===== src/rtl/trng_pkg.sv =====
// trng_pkg: shared state encoding and default parameters for the TRNG conditioner
package trng_pkg;
   typedef enum logic [1:0] {COLLECT, READY, DELIVER, FAULT} trng_state_t;
   localparam int TRNG_WIDTH_DEF = 8;
   localparam int RCT_LIMIT_DEF = 32;
endpackage


===== src/rtl/trng_conditioner_if.sv =====
// trng_conditioner_if: raw entropy input and word-delivery handshake of the conditioner
interface trng_conditioner_if #(parameter int W = 8) ();
   logic raw_bit;
   logic raw_valid;
   logic trng_req;
   logic [W-1:0] trng_word;
   logic trng_valid;
   logic fault;
   modport master (input raw_bit, raw_valid, trng_req, output trng_word, trng_valid, fault);
   modport slave (output raw_bit, raw_valid, trng_req, input trng_word, trng_valid, fault);
endinterface


===== src/rtl/trng_vn_debias.sv =====
// trng_vn_debias: von Neumann debiaser, pair 10 -> 1, 01 -> 0, 00/11 discarded
module trng_vn_debias (
   input  logic clk,
   input  logic resetn,
   input  logic raw_bit,
   input  logic raw_valid,
   output logic db_bit,
   output logic db_valid
);
   logic phase_q, phase_d, first_q, first_d, db_bit_q, db_bit_d, db_valid_q, db_valid_d;
   always_comb begin
      phase_d = raw_valid ? ~phase_q : phase_q;
      first_d = raw_valid && !phase_q ? raw_bit : first_q;
      db_valid_d = raw_valid && phase_q && first_q != raw_bit;
      db_bit_d = first_q;
   end
   always_ff @(posedge clk) begin
      if (!resetn) begin
         phase_q <= 1'b0;
         first_q <= 1'b0;
         db_bit_q <= 1'b0;
         db_valid_q <= 1'b0;
      end else begin
         phase_q <= phase_d;
         first_q <= first_d;
         db_bit_q <= db_bit_d;
         db_valid_q <= db_valid_d;
      end
   end
   assign db_bit = db_bit_q;
   assign db_valid = db_valid_q;
endmodule


===== src/rtl/trng_conditioner.sv =====
// trng_conditioner: debiased word assembly, one-word hold, request-driven delivery and sticky RCT fault
module trng_conditioner
   import trng_pkg::*;
#(
   parameter int TRNG_WIDTH = TRNG_WIDTH_DEF,
   parameter int RCT_LIMIT = RCT_LIMIT_DEF
) (
   input logic clk,
   input logic resetn,
   trng_conditioner_if.master bus
);
   localparam int CW = $clog2(TRNG_WIDTH + 1);
   trng_state_t state_q, state_d;
   logic [TRNG_WIDTH-1:0] asm_q, asm_d, hold_q, hold_d, word_q, word_d;
   logic [CW-1:0] cnt_q, cnt_d;
   logic [7:0] run_q, run_d;
   logic last_q, last_d, fault_q, fault_d, valid_q, valid_d;
   logic db_bit, db_valid, same, trip, load, full;
   trng_vn_debias u_debias (
      .clk(clk),
      .resetn(resetn),
      .raw_bit(bus.raw_bit),
      .raw_valid(bus.raw_valid),
      .db_bit(db_bit),
      .db_valid(db_valid)
   );
   always_comb begin
      same = run_q != 8'd0 && bus.raw_bit == last_q;
      run_d = !bus.raw_valid ? run_q : !same ? 8'd1 : run_q == 8'hFF ? run_q : run_q + 8'd1;
      last_d = bus.raw_valid ? bus.raw_bit : last_q;
      trip = bus.raw_valid && run_d == 8'(RCT_LIMIT);
      fault_d = fault_q | trip;
      full = cnt_q == CW'(TRNG_WIDTH);
      // hold is empty in COLLECT and DELIVER; a bit arriving on the load edge starts the next word
      load = full && (state_q == COLLECT || state_q == DELIVER);
      hold_d = load ? asm_q : hold_q;
      asm_d = db_valid && (load || !full) ? {db_bit, asm_q[TRNG_WIDTH-1:1]} : asm_q;
      cnt_d = fault_d ? '0 : load ? CW'(db_valid) : db_valid && !full ? cnt_q + CW'(1) : cnt_q;
      valid_d = state_q == READY && bus.trng_req && !trip;
      word_d = valid_d ? hold_q : '0;
      state_d = fault_d ? FAULT
              : state_q == READY ? (bus.trng_req ? DELIVER : READY)
              : load ? READY
              : state_q == DELIVER ? COLLECT : state_q;
   end
   always_ff @(posedge clk) begin
      if (!resetn) begin
         state_q <= COLLECT;
         asm_q <= '0;
         cnt_q <= '0;
         hold_q <= '0;
         run_q <= '0;
         last_q <= 1'b0;
         fault_q <= 1'b0;
         valid_q <= 1'b0;
         word_q <= '0;
      end else begin
         state_q <= state_d;
         asm_q <= asm_d;
         cnt_q <= cnt_d;
         hold_q <= hold_d;
         run_q <= run_d;
         last_q <= last_d;
         fault_q <= fault_d;
         valid_q <= valid_d;
         word_q <= word_d;
      end
   end
   assign bus.trng_word = word_q;
   assign bus.trng_valid = valid_q;
   assign bus.fault = fault_q;
endmodule


===== src/flat_wrapper.sv =====
// flat-port wrapper written by rule: the top's interface ports become plain ports
module trng_conditioner_flat import trng_pkg::*;
#(
   parameter int TRNG_WIDTH = TRNG_WIDTH_DEF,
   parameter int RCT_LIMIT = RCT_LIMIT_DEF
)
  (clk, resetn, bus_raw_bit, bus_raw_valid, bus_trng_req, bus_trng_word, bus_trng_valid, bus_fault);
  trng_conditioner_if #(.W(8)) bus_i ();
  input logic clk;
  input logic resetn;
  input wire logic [$bits(bus_i.raw_bit)-1:0] bus_raw_bit;
  input wire logic [$bits(bus_i.raw_valid)-1:0] bus_raw_valid;
  input wire logic [$bits(bus_i.trng_req)-1:0] bus_trng_req;
  output wire logic [$bits(bus_i.trng_word)-1:0] bus_trng_word;
  output wire logic [$bits(bus_i.trng_valid)-1:0] bus_trng_valid;
  output wire logic [$bits(bus_i.fault)-1:0] bus_fault;
  assign bus_i.raw_bit = bus_raw_bit;
  assign bus_i.raw_valid = bus_raw_valid;
  assign bus_i.trng_req = bus_trng_req;
  assign bus_trng_word = bus_i.trng_word;
  assign bus_trng_valid = bus_i.trng_valid;
  assign bus_fault = bus_i.fault;
  trng_conditioner #(.TRNG_WIDTH(TRNG_WIDTH), .RCT_LIMIT(RCT_LIMIT)) u_core (.clk(clk), .resetn(resetn), .bus(bus_i));
endmodule

===== config.mk =====
export PLATFORM = sky130hd
export DESIGN_NAME = trng_conditioner_flat
export DESIGN_NICKNAME = d
export VERILOG_FILES = /design/src/rtl/trng_pkg.sv /design/src/rtl/trng_conditioner_if.sv /design/src/rtl/trng_vn_debias.sv /design/src/rtl/trng_conditioner.sv /design/src/flat_wrapper.sv
export SDC_FILE = /design/constraint.sdc
export NUM_CORES = 1
export LEC_CHECK = 0
export BUFFER_PORTS_ARGS = -buffer_cell sky130_fd_sc_hd__buf_2
export CORE_ASPECT_RATIO = 0.6
export CORE_MARGIN = 10
export CORE_UTILIZATION = 34
export CTS_CLUSTER_SIZE = 24
export DETAILED_ROUTE_END_ITERATION = 10
export PLACE_DENSITY = 0.61
export SETUP_SLACK_MARGIN = 0.3
export SLEW_MARGIN = 15
export SYNTH_ARGS = -nofsm -noshare
export SYNTH_HDL_FRONTEND = slang
export SYNTH_SLANG_ARGS = --single-unit

===== constraint.sdc =====
create_clock -name clk -period 5.4 [get_ports clk]
set_input_delay 0.54 -clock clk [delete_from_list [all_inputs] [get_ports clk]]
set_output_delay 0.54 -clock clk [all_outputs]
set_load 0.05 [all_outputs]

# Word level (Yosys, flattened, before mapping)
# Cells that the tools add are included.
# Widths: inputs -> output; s select.
[op_classes]
addsub = 2
n_eq_ne = 7
mux = 10
n_bitwise = 3
reduce_logical = 22
[ops]
columns = ["operator", "n"]
rows = [
  ["$mux 8", 3],
  ["$logic_and 1x1->1", 10],
  ["$mux 2", 5],
  ["$add 8x1->8 const B", 1],
  ["$eq 8x6->1 const B", 1],
  ["$eq 8x8->1 const B", 1],
  ["$reduce_bool 8->1", 1],
  ["$add 4x1->4 const B", 1],
  ["$eq 4x4->1 const B", 1],
  ["$reduce_bool 4->1", 1],
  ["$logic_not 1->1", 3],
  ["$reduce_or 3->1", 1],
  ["$eq 2x1->1 const B", 1],
  ["$eq 2x2->1 const B", 1],
  ["$logic_not 2->1", 1],
  ["$logic_or 1x1->1", 2],
  ["$mux 1", 2],
  ["$not 1->1", 2],
  ["$reduce_and 2->1", 1],
  ["$reduce_bool 2->1", 1],
  ["$reduce_or 2->1", 1],
  ["$eq 1x1->1", 1],
  ["$ne 1x1->1", 1],
  ["$or 1x1->1", 1],
]
[word_totals]
ff_bits = 45
input_bits = 5
output_inout_bits = 10
elab_cells = 58

# Longest topological paths before layout
# Gate-level depths: netlist of run 1.
[depth]
ltp_word = 9
mapped_depth = 9
mapped_depth_nobuf = 8

# Cells and area by module
# A second synthesis of run 1 with hierarchy kept.
[unflattened]
cells_unflattened = 227
hier_area_um2 = 1994.4
[by_module_without_submodules]
columns = ["module", "instances", "cells_per_inst", "area_per_inst_um2", "seq_area_each_um2"]
rows = [
  ["trng_conditioner", 1, 213, 1848.0, 820.8],
  ["trng_vn_debias", 1, 14, 146.4, 80.1],
]

# Least setup slack after synthesis of run 1
# No wires, ideal clock.
[synth_path]
path_type = "reg2reg"
from = "register u_core.run_q[1]"
to = "register u_core.cnt_q[0]"
setup_time_ns = 0.146
arrival_time_ns = 1.763
required_time_ns = 5.254
setup_slack_ns = 3.491
stages_incl_launch_ff = 10
path_buffers = 2
synth_period_minus_slack_ns = 1.909
path_cell_list = "dfxtp_1 -> ha_1 -> buf_4 -> and4_4 -> o2bb2ai_1 -> o2bb2ai_2 -> nor4_4 -> and3_1 -> buf_6 -> nor3_1"
[synth_via]
elab_chain_len = 8
elab_cells_between_ends = 11
classes_between = "add/sub (1); eq/ne (2); mux (3); bitwise (1); reduce/logical (4)"
[synth_rtl]
columns = ["item", "line", "source"]
rows = [
  ["start, declared", "trng_conditioner.sv:16", "logic [7:0] run_q, run_d;"],
  ["start signal, assigned", "trng_conditioner.sv:62", "run_q <= run_d;"],
  ["$add 8x1->8 (tied with other cells)", "trng_conditioner.sv:29", "run_d = !bus.raw_valid ? run_q : !same ? 8'd1 : run_q == 8'hFF ? run_q : run_q + 8'd1;"],
  ["$mux 8 / $logic_and 1x1->1 (equally long branches)", "trng_conditioner.sv:29, trng_conditioner.sv:28", ""],
  ["$mux 8", "trng_conditioner.sv:29", ""],
  ["$mux 8 *", "trng_conditioner.sv:29", ""],
  ["$eq 8x6->1 *", "trng_conditioner.sv:31", "trip = bus.raw_valid && run_d == 8'(RCT_LIMIT);"],
  ["$logic_and 1x1->1 *", "trng_conditioner.sv:31", ""],
  ["$or 1x1->1 *", "trng_conditioner.sv:32", "fault_d = fault_q | trip;"],
  ["$reduce_or 2->1 (no line) *", "-", ""],
  ["end signal, assigned", "trng_conditioner.sv:60", "cnt_q <= cnt_d;"],
  ["end, declared", "trng_conditioner.sv:15", "logic [CW-1:0] cnt_q, cnt_d;"],
]
# Mark *: on every way between the ends. The rest lies on a longest branch, timed or not.
# A chain may end at the register's enable or synchronous reset.

# Final worst setup path of run 1
[layout_path]
from = "register u_core.run_q[1]"
to = "register u_core.state_q[0]"
[layout_via]
elab_chain_len = 8
elab_cells_between_ends = 12
classes_between = "add/sub (1); eq/ne (2); mux (4); bitwise (1); reduce/logical (4)"
[layout_rtl]
columns = ["item", "line", "source"]
rows = [
  ["$add 8x1->8 (tied with other cells)", "trng_conditioner.sv:29", ""],
  ["$mux 8 / $logic_and 1x1->1 (equally long branches)", "trng_conditioner.sv:29, trng_conditioner.sv:28", ""],
  ["$mux 8", "trng_conditioner.sv:29", ""],
  ["$mux 8 *", "trng_conditioner.sv:29", ""],
  ["$eq 8x6->1 *", "trng_conditioner.sv:31", ""],
  ["$logic_and 1x1->1 *", "trng_conditioner.sv:31", ""],
  ["$or 1x1->1 *", "trng_conditioner.sv:32", ""],
  ["$reduce_bool 4->1 (no line) / $mux 2 (equally long branches)", "-", ""],
  ["end signal, assigned", "trng_conditioner.sv:58", "state_q <= state_d;"],
  ["end, declared", "trng_conditioner.sv:13", "trng_state_t state_q, state_d;"],
]
# Marked as above.

==> results.py, run 1 <==
metrics = {
    "die": {
        "core_area_um2": 6060,
        "io_pins": 15,
        "dieArea_um2": 9860,
        "die-width_um": 122,
        "num_rows": 22,
        "start_util_pct": 34.8,
        "die_h_um": 81.0,
    },
    "yosys": {
        "ys_ff_latch": 45,
        "syn_avg_cell_area_um2": 9.42,
        "ys_seq_area_share_pct": 42.7,
        "synth_area_leaders": "dfxtp_1, mux2i_1, ha_1",
        "synth_enable_flop_cells": 0,
        "synth_ff_type": "dfxtp_1",
        "synth_commonest_cells": "dfxtp_1, nand2_1, a21boi_0, mux2i_1, nor2_1",
        "synthArstFlopShare_pct": 0,
        "synth_cells": 224,
        "synthesis.area_um2": 2110,
        "synth_most_common_cell": "dfxtp_1",
        "yosys_warnings": 0,
        "synth_top_cell_by_area": "dfxtp_1",
        "synthDistinctLibCells": 51,
        "synth_top_area_share_pct": 42.7,
        "synth_fp_nets": 236,
    },
    "clock_tree": {
        "numClockSinks": 45,
        "cts_root_buffer": "clkbuf_8",
        "cts_tree": "done",
        "holdBufCountCts": 0,
        "cts_resized": 0,
        "clock_path_buffers": 2,
        "cts-htree-levels": 2,
        "clock_latency_ns": 0.30,
        "post_cts.repair.setup_buffers": 0,
        "cts.clk_slew.worst_paths_ns": 0.09,
        "cts-buffers-inserted": 5,
    },
    "placement": {
        "dp_cells": 310,
        "io_buffers": 14,
        "hpwl_um": 2760,
        "gp_congestion": 0.839,
    },
    "final_layout": {
        "syn_to_final_growth_pct": 9.02,
        "fin_cells": 318,
        "utilization_pct": 38.0,
        "fillers": 631,
        "drive_gt1_share_pct": 16.7,
        "nNetsFinal": 245,
        "antennaDiodeCount": 0,
    },
    "worst_setup_path": {
        "cp-end-kind": "flip-flop",
        "path_max_fanout": 8,
        "start_kind": "flip-flop",
        "critical_path_class": "flip-flop to flip-flop",
        "cp.required_ns": 5.64,
        "cp.arrival_ns": 2.48,
    },
    "detailed_routing": {
        "first_iter_violations": 102,
        "antenna_left": 0,
        "drc": 0,
        "avgViaCountPerCell": 4.80,
        "wl_per_cell_um": 12.2,
        "firstDrtPassIters": 4,
        "vias": 1526,
        "routed_wl_um": 3880,
    },
    "hold_path": {
        "hold_class": "flip-flop to flip-flop",
    },
    "sta": {
        "rsz0062_at_grt": "false",
        "fin_crit_ns": 2.24,
        "min_period_over_period_pct": 41.6,
        "finalHoldViolCount": 0,
        "fmax_mhz": 445,
        "slew_viol_final": 0,
        "finClkSkew_ns": 0.0138,
        "slew_headroom_pct": 69.0,
        "setup_violations": 0,
        "tightest_slew_ns": 0.465,
        "finalSetupTns_ns": 0,
    },
    "grt": {
        "grt_pass1_wl_um": 6690,
        "track_usage_pct": 8.43,
        "grt_max_degree": 31,
        "grt-ovfl-total": 0,
        "grt_pass1_vias": 1409,
        "antenna_found_initial": 0,
    },
    "run_status": {
        "status": "finished, final reports clean",
    },
    "power_and_ir_drop": {
        "worst_ir_drop_vdd_mv": 0.128,
        "leakage_uw": 0.000886,
        "power_density_nw_per_um2": 260,
    },
    "job": {
        "max-cap-violations": 0,
    },
}
power breakdown:
part | switching (uW) | total (uW) | internal, uW
sequential | 4.15 | 340 | 336
clock | 123 | 216 | 93.5
combinational | 23.9 | 40.6 | 16.7
flip-flops by register name (all words and copies together), names as in the netlist:
register / cells
u_core.u_debias.db_bit: 1
u_core.bus.trng_valid: 1
u_core.bus.trng_word: 8
u_core.u_debias.db_valid: 1
u_core.last_q: 1
u_core.bus.fault: 1
u_core.hold_q: 8
u_core.run_q: 8
u_core.u_debias.db_bit_d: 1
u_core.cnt_q: 4
u_core.state_q: 2
u_core.u_debias.phase_q: 1
u_core.asm_q: 8
stage by stage:
| step | cell area (um2) | power (uW) | setup slack [ns] | hold WS, ns |
|---|---|---|---|---|
| global route | 2300 | 630 | 3.01 | 0.480 |
| floorplan | 2110 | 380 | 3.49 | 0.430 |
| CTS | 2300 | 607 | 3.16 | 0.451 |
| finish | 2300 | 597 | 3.16 | 0.445 |
| detailed placement | 2210 | 388 | 3.13 | 0.441 |
| global placement | 2210 | 388 | 3.19 | 0.437 |
worst max-delay path: stages, from the launching register on:
cell and delay (ns):
dfxtp_1 0.45, ha_1 0.36, and4_4 0.31, o2bb2ai_1 0.14, o2bb2ai_2 0.11, nor4_4 0.31, and3_1 0.34, o31a_1 0.16
cells by family after synthesis:
group | count (synthesis) | share of synthesized area (%)
AO/OA/AOI/OAI | 40 | 14.1
AND/OR/NAND/NOR | 92 | 24.7
flip-flops | 45 | 42.7
buffers and inverters | 21 | 5.52
adder cells (fa/ha/maj) | 7 | 4.15
multiplexers | 12 | 5.93
XOR/XNOR | 7 | 2.91
layer usage:
metal | up-vias | part of all wire [%] | GRT usage [%]
li1 | 786 | - | -
met1 | 700 | 53 | 11.4
met2 | 36 | 39 | 11.9
met3 | 4 | 6.3 | 3.05
met4 | 0 | 1.2 | 3.20
met5 | - | 0 | 0
worst paths after layout:
kind / slack (ns) / end / depth (start not counted) / from
setup / recovery: 3.16 / u_core.state_q[0] / 7 / u_core.run_q[1]
hold reg to reg: 0.44 / u_core.bus.trng_word[6] / 1 / u_core.hold_q[6]
setup reg to reg: 3.16 / u_core.state_q[0] / 7 / u_core.run_q[1]
hold / removal: 0.44 / u_core.bus.trng_word[6] / 1 / u_core.hold_q[6]
cell type report:
cell class	count	area, um2	area share [%]
Inverter	8	30.0	1.31
Timing Repair Buffer	15	77.6	3.37
Tap cell	84	105	4.57
Sequential cell	45	901	39.2
Clock buffer	5	68.8	2.99
Clock inverter	3	25.0	1.09
Multi-Input combinational cell	158	1090	47.5
cells in the final DEF, fill, tap and decap left out, drive strengths merged:
master	count
a31oi	3
clkinvlp	1
o221ai	1
and2	9
ha	7
buf	15
a21oi	9
a21boi	11
nor4	2
nor3	9
o211ai	2
a31o	1
inv	9
mux2	1
o31a	2
a21o	1
xor2	4
nand3	12
and3	2
nand2	22
xnor2	3
mux2i	11
o31ai	2
nand2b	3
nor3b	2
a211oi	1
and4	2
nand3b	2
clkinv	1
clkbuf	5
dfxtp	45
nor2b	10
o21a	1
nand4	4
o21ai	4
o2bb2ai	2
nor2	12
or2	1
(Power assumes the default switching activity.)
==> run 2: changes to the inputs <==
--- a/config.mk
+++ b/config.mk
@@ -5,6 +5,7 @@
 export SDC_FILE = /design/constraint.sdc
 export NUM_CORES = 1
 export LEC_CHECK = 0
+export ABC_AREA = 1
 export BUFFER_PORTS_ARGS = -buffer_cell sky130_fd_sc_hd__buf_2
 export CORE_ASPECT_RATIO = 0.6
 export CORE_MARGIN = 10
==> constraint.sdc (replaced) <==
create_clock -name clk -period 2.31 [get_ports clk]
set_input_delay 0.231 -clock clk [delete_from_list [all_inputs] [get_ports clk]]
set_output_delay 0.231 -clock clk [all_outputs]
set_load 0.05 [all_outputs]
==> run 2 against run 1 <==
  * Clock-buffer cell count up 1
  * Routed wire length down 1.2%
  * Utilization up 2.1 points
  * Global-route usage up 0.097 points
  * Worst setup slack worse by 2.7 ns
  * Via count up 2.0%
  * Non-clock buffer count down 1
  * Combinational power rose to 2.6 times the previous value
  * Sequential power up 140%
  * Clock skew down 0.0096 ns
  * Sequential cell count unchanged
  * Critical path depth up 5
  * Critical path type unchanged
  * Largest cell class unchanged
==> results.py, run 2 <==
metrics = {
    "sta": {
        "min_period_over_period_pct": 80.5,
        "whs_ns": 0.245,
        "finClkSkew_ns": 0.00426,
        "finalSetupTns_ns": 0,
        "slew_headroom_pct": 70.0,
        "finalHoldViolCount": 0,
        "setup_violations": 0,
        "slew_viol_final": 0,
        "fmax_mhz": 538,
        "tightest_slew_ns": 0.449,
        "rsz0062_at_grt": "true",
        "fin_crit_ns": 1.86,
    },
    "detailed_routing": {
        "firstDrtPassIters": 4,
        "wl_per_cell_um": 10.9,
        "first_iter_violations": 63,
        "routed_wl_um": 3830,
        "vias": 1556,
        "antenna_left": 0,
        "drc": 0,
        "avgViaCountPerCell": 4.41,
    },
    "worst_setup_path": {
        "cp-end-kind": "flip-flop",
        "cp.arrival_ns": 2.05,
        "cp.required_ns": 2.50,
        "critical_path_class": "flip-flop to flip-flop",
        "cp_slowest_cell": "dfxtp_1",
        "cp.buffers_inverters": 1,
        "crit_chain": "ha_1, nand3_1, nor2_2, nand2_1, nand2_1, nand2_1, clkinv_1, nand3_1, nor2_2, nand3_4, nand3_4, nor2_2",
        "cp_top_family": "simple AND/OR/NAND/NOR gates",
        "critPathMaxStageDelay_ns": 0.38,
        "start_kind": "flip-flop",
        "path_max_fanout": 9,
    },
    "clock_tree": {
        "cts_resized": 0,
        "cts_tree": "done",
        "numClockSinks": 45,
        "cts-htree-levels": 2,
        "clock_latency_ns": 0.29,
        "post_cts.repair.setup_buffers": 0,
        "cts.clk_slew.worst_paths_ns": 0.08,
        "clock_path_buffers": 2,
        "cts-buffers-inserted": 5,
        "holdBufCountCts": 0,
        "cts_root_buffer": "clkbuf_8",
    },
    "final_layout": {
        "drive_gt1_share_pct": 19.0,
        "antennaDiodeCount": 0,
        "layout_commonest_cell": "dfxtp_1",
        "stdcell_area_um2": 2250,
        "fin_cells": 353,
        "syn_to_final_growth_pct": 13.6,
        "nNetsFinal": 284,
        "layout_common_cells": "dfxtp_1, nor2_1, inv_1, nand2_1, o21ai_0",
    },
    "placement": {
        "io_buffers": 14,
        "dp_cells": 345,
        "placed_area_um2": 2130,
        "hpwl_um": 2940,
        "gp_congestion": 0.867,
    },
    "die": {
        "start_util_pct": 35.3,
        "dieArea_um2": 9390,
        "die_h_um": 79.2,
        "core_area_um2": 5620,
        "io_pins": 15,
        "die-width_um": 119,
        "num_rows": 21,
    },
    "hold_path": {
        "hold_class": "input port to flip-flop",
    },
    "grt": {
        "grt_pass1_wl_um": 6650,
        "track_usage_pct": 8.52,
        "grt_max_degree": 26,
        "grt_pass1_vias": 1403,
        "grt-ovfl-total": 0,
        "antenna_found_initial": 0,
    },
    "yosys": {
        "synth_ff_type": "dfxtp_1",
        "synth_cells": 255,
        "ys_seq_area_share_pct": 45.4,
        "synth_most_common_cell": "dfxtp_1",
        "synthDistinctLibCells": 30,
        "synth_commonest_cells": "dfxtp_1, nor2_1, inv_1, nand2_1, o21ai_0",
        "synthArstFlopShare_pct": 0,
        "yosys_warnings": 0,
        "synth_top_area_share_pct": 45.4,
        "synthesis.area_um2": 1980,
        "ys_ff_latch": 45,
        "synth_top_cell_by_area": "dfxtp_1",
        "syn_avg_cell_area_um2": 7.78,
        "synth_enable_flop_cells": 0,
        "synth_fp_nets": 267,
        "synth_area_leaders": "dfxtp_1, nor2_1, inv_1",
    },
    "power_and_ir_drop": {
        "leakage_uw": 0.000942,
        "power_density_nw_per_um2": 675,
        "worst_ir_drop_vdd_mv": 0.207,
    },
    "job": {
        "max-cap-violations": 0,
    },
    "run_status": {
        "status": "finished, final reports clean",
    },
}
run 2: cell types whose count changed after synthesis, sizes merged, moves of 7 or more:
cell	before	now
o21ai	4	21
mux2i	11	0
nand2	22	43
inv	8	36
buf	9	2
nor2b	10	0
nor2	12	51
a21boi	11	0
and2	9	0
run 2: cell type report:
class,instances,area (um2)
fill,611,3370
clock inverter,2,37.5
clock buffer,6,82.6
multi-input combinational,169,925
sequential,45,901
inverter,37,139
tap,80,100
timing repair buffer,14,70.1
run 2: cell families after synthesis:
kind of cell | after synthesis | share of synthesized area, %
buffers and inverters | 41 | 8.20
and+or+nand+nor | 117 | 29.1
xor gates and xnor gates | 6 | 2.65
DFF | 45 | 45.4
adders and majority gates | 7 | 4.41
AOI/OAI and AO/OA | 39 | 10.2
run 2: layer usage:
metal / wire, um / track usage, % / part of all wire [%] / vias up
met5: 0 / 0 / 0 / -
met3: 182 / 2.12 / 4.7 / 4
met1: 2140 / 12.3 / 56 / 691
met2: 1460 / 11.7 / 38 / 25
met4: 46 / 3.28 / 1.2 / 0
li1: - / - / - / 836
run 2: through the flow:
step           power [uW]  setup slack, ns  utilization, %
5_1_grt              1590            0.297            40.1
2_1_floorplan         901            0.690               -
4_1_cts              1540            0.452            40.0
6_report             1520            0.450            40.1
3_5_place_dp          927            0.463            37.9
3_3_place_gp          926            0.471            37.9
run 2: worst paths after layout:
| path | from | to | slack, ns | cells past startpoint |
|---|---|---|---|---|
| max | u_core.run_q[0] | u_core.bus.trng_word[6] | 0.45 | 12 |
| min | bus_raw_bit | u_core.u_debias.db_bit_d | 0.25 | 3 |
| max reg2reg | u_core.run_q[0] | u_core.bus.trng_word[6] | 0.45 | 12 |
| min reg2reg | u_core.hold_q[4] | u_core.bus.trng_word[4] | 0.45 | 2 |
run 2: power breakdown:
part / internal [uW] / switching [uW] / leakage (uW) / total (uW)
Combinational: 38.8 / 67.1 / 0.000520 / 106
Sequential: 791 / 12.6 / 0.000364 / 804
Clock: 352 / 261 / 0.0000574 / 613
Total: 1180 / 341 / 0.000942 / 1520
run 2: worst reg2reg max path, stage by stage, from the launching register on:
cell and delay, ns:
dfxtp_1 0.38, ha_1 0.25, nand3_1 0.12, nor2_2 0.17
nand2_1 0.07, nand2_1 0.06, nand2_1 0.05, clkinv_1 0.08
nand3_1 0.09, nor2_2 0.15, nand3_4 0.12, nand3_4 0.18
nor2_2 0.05
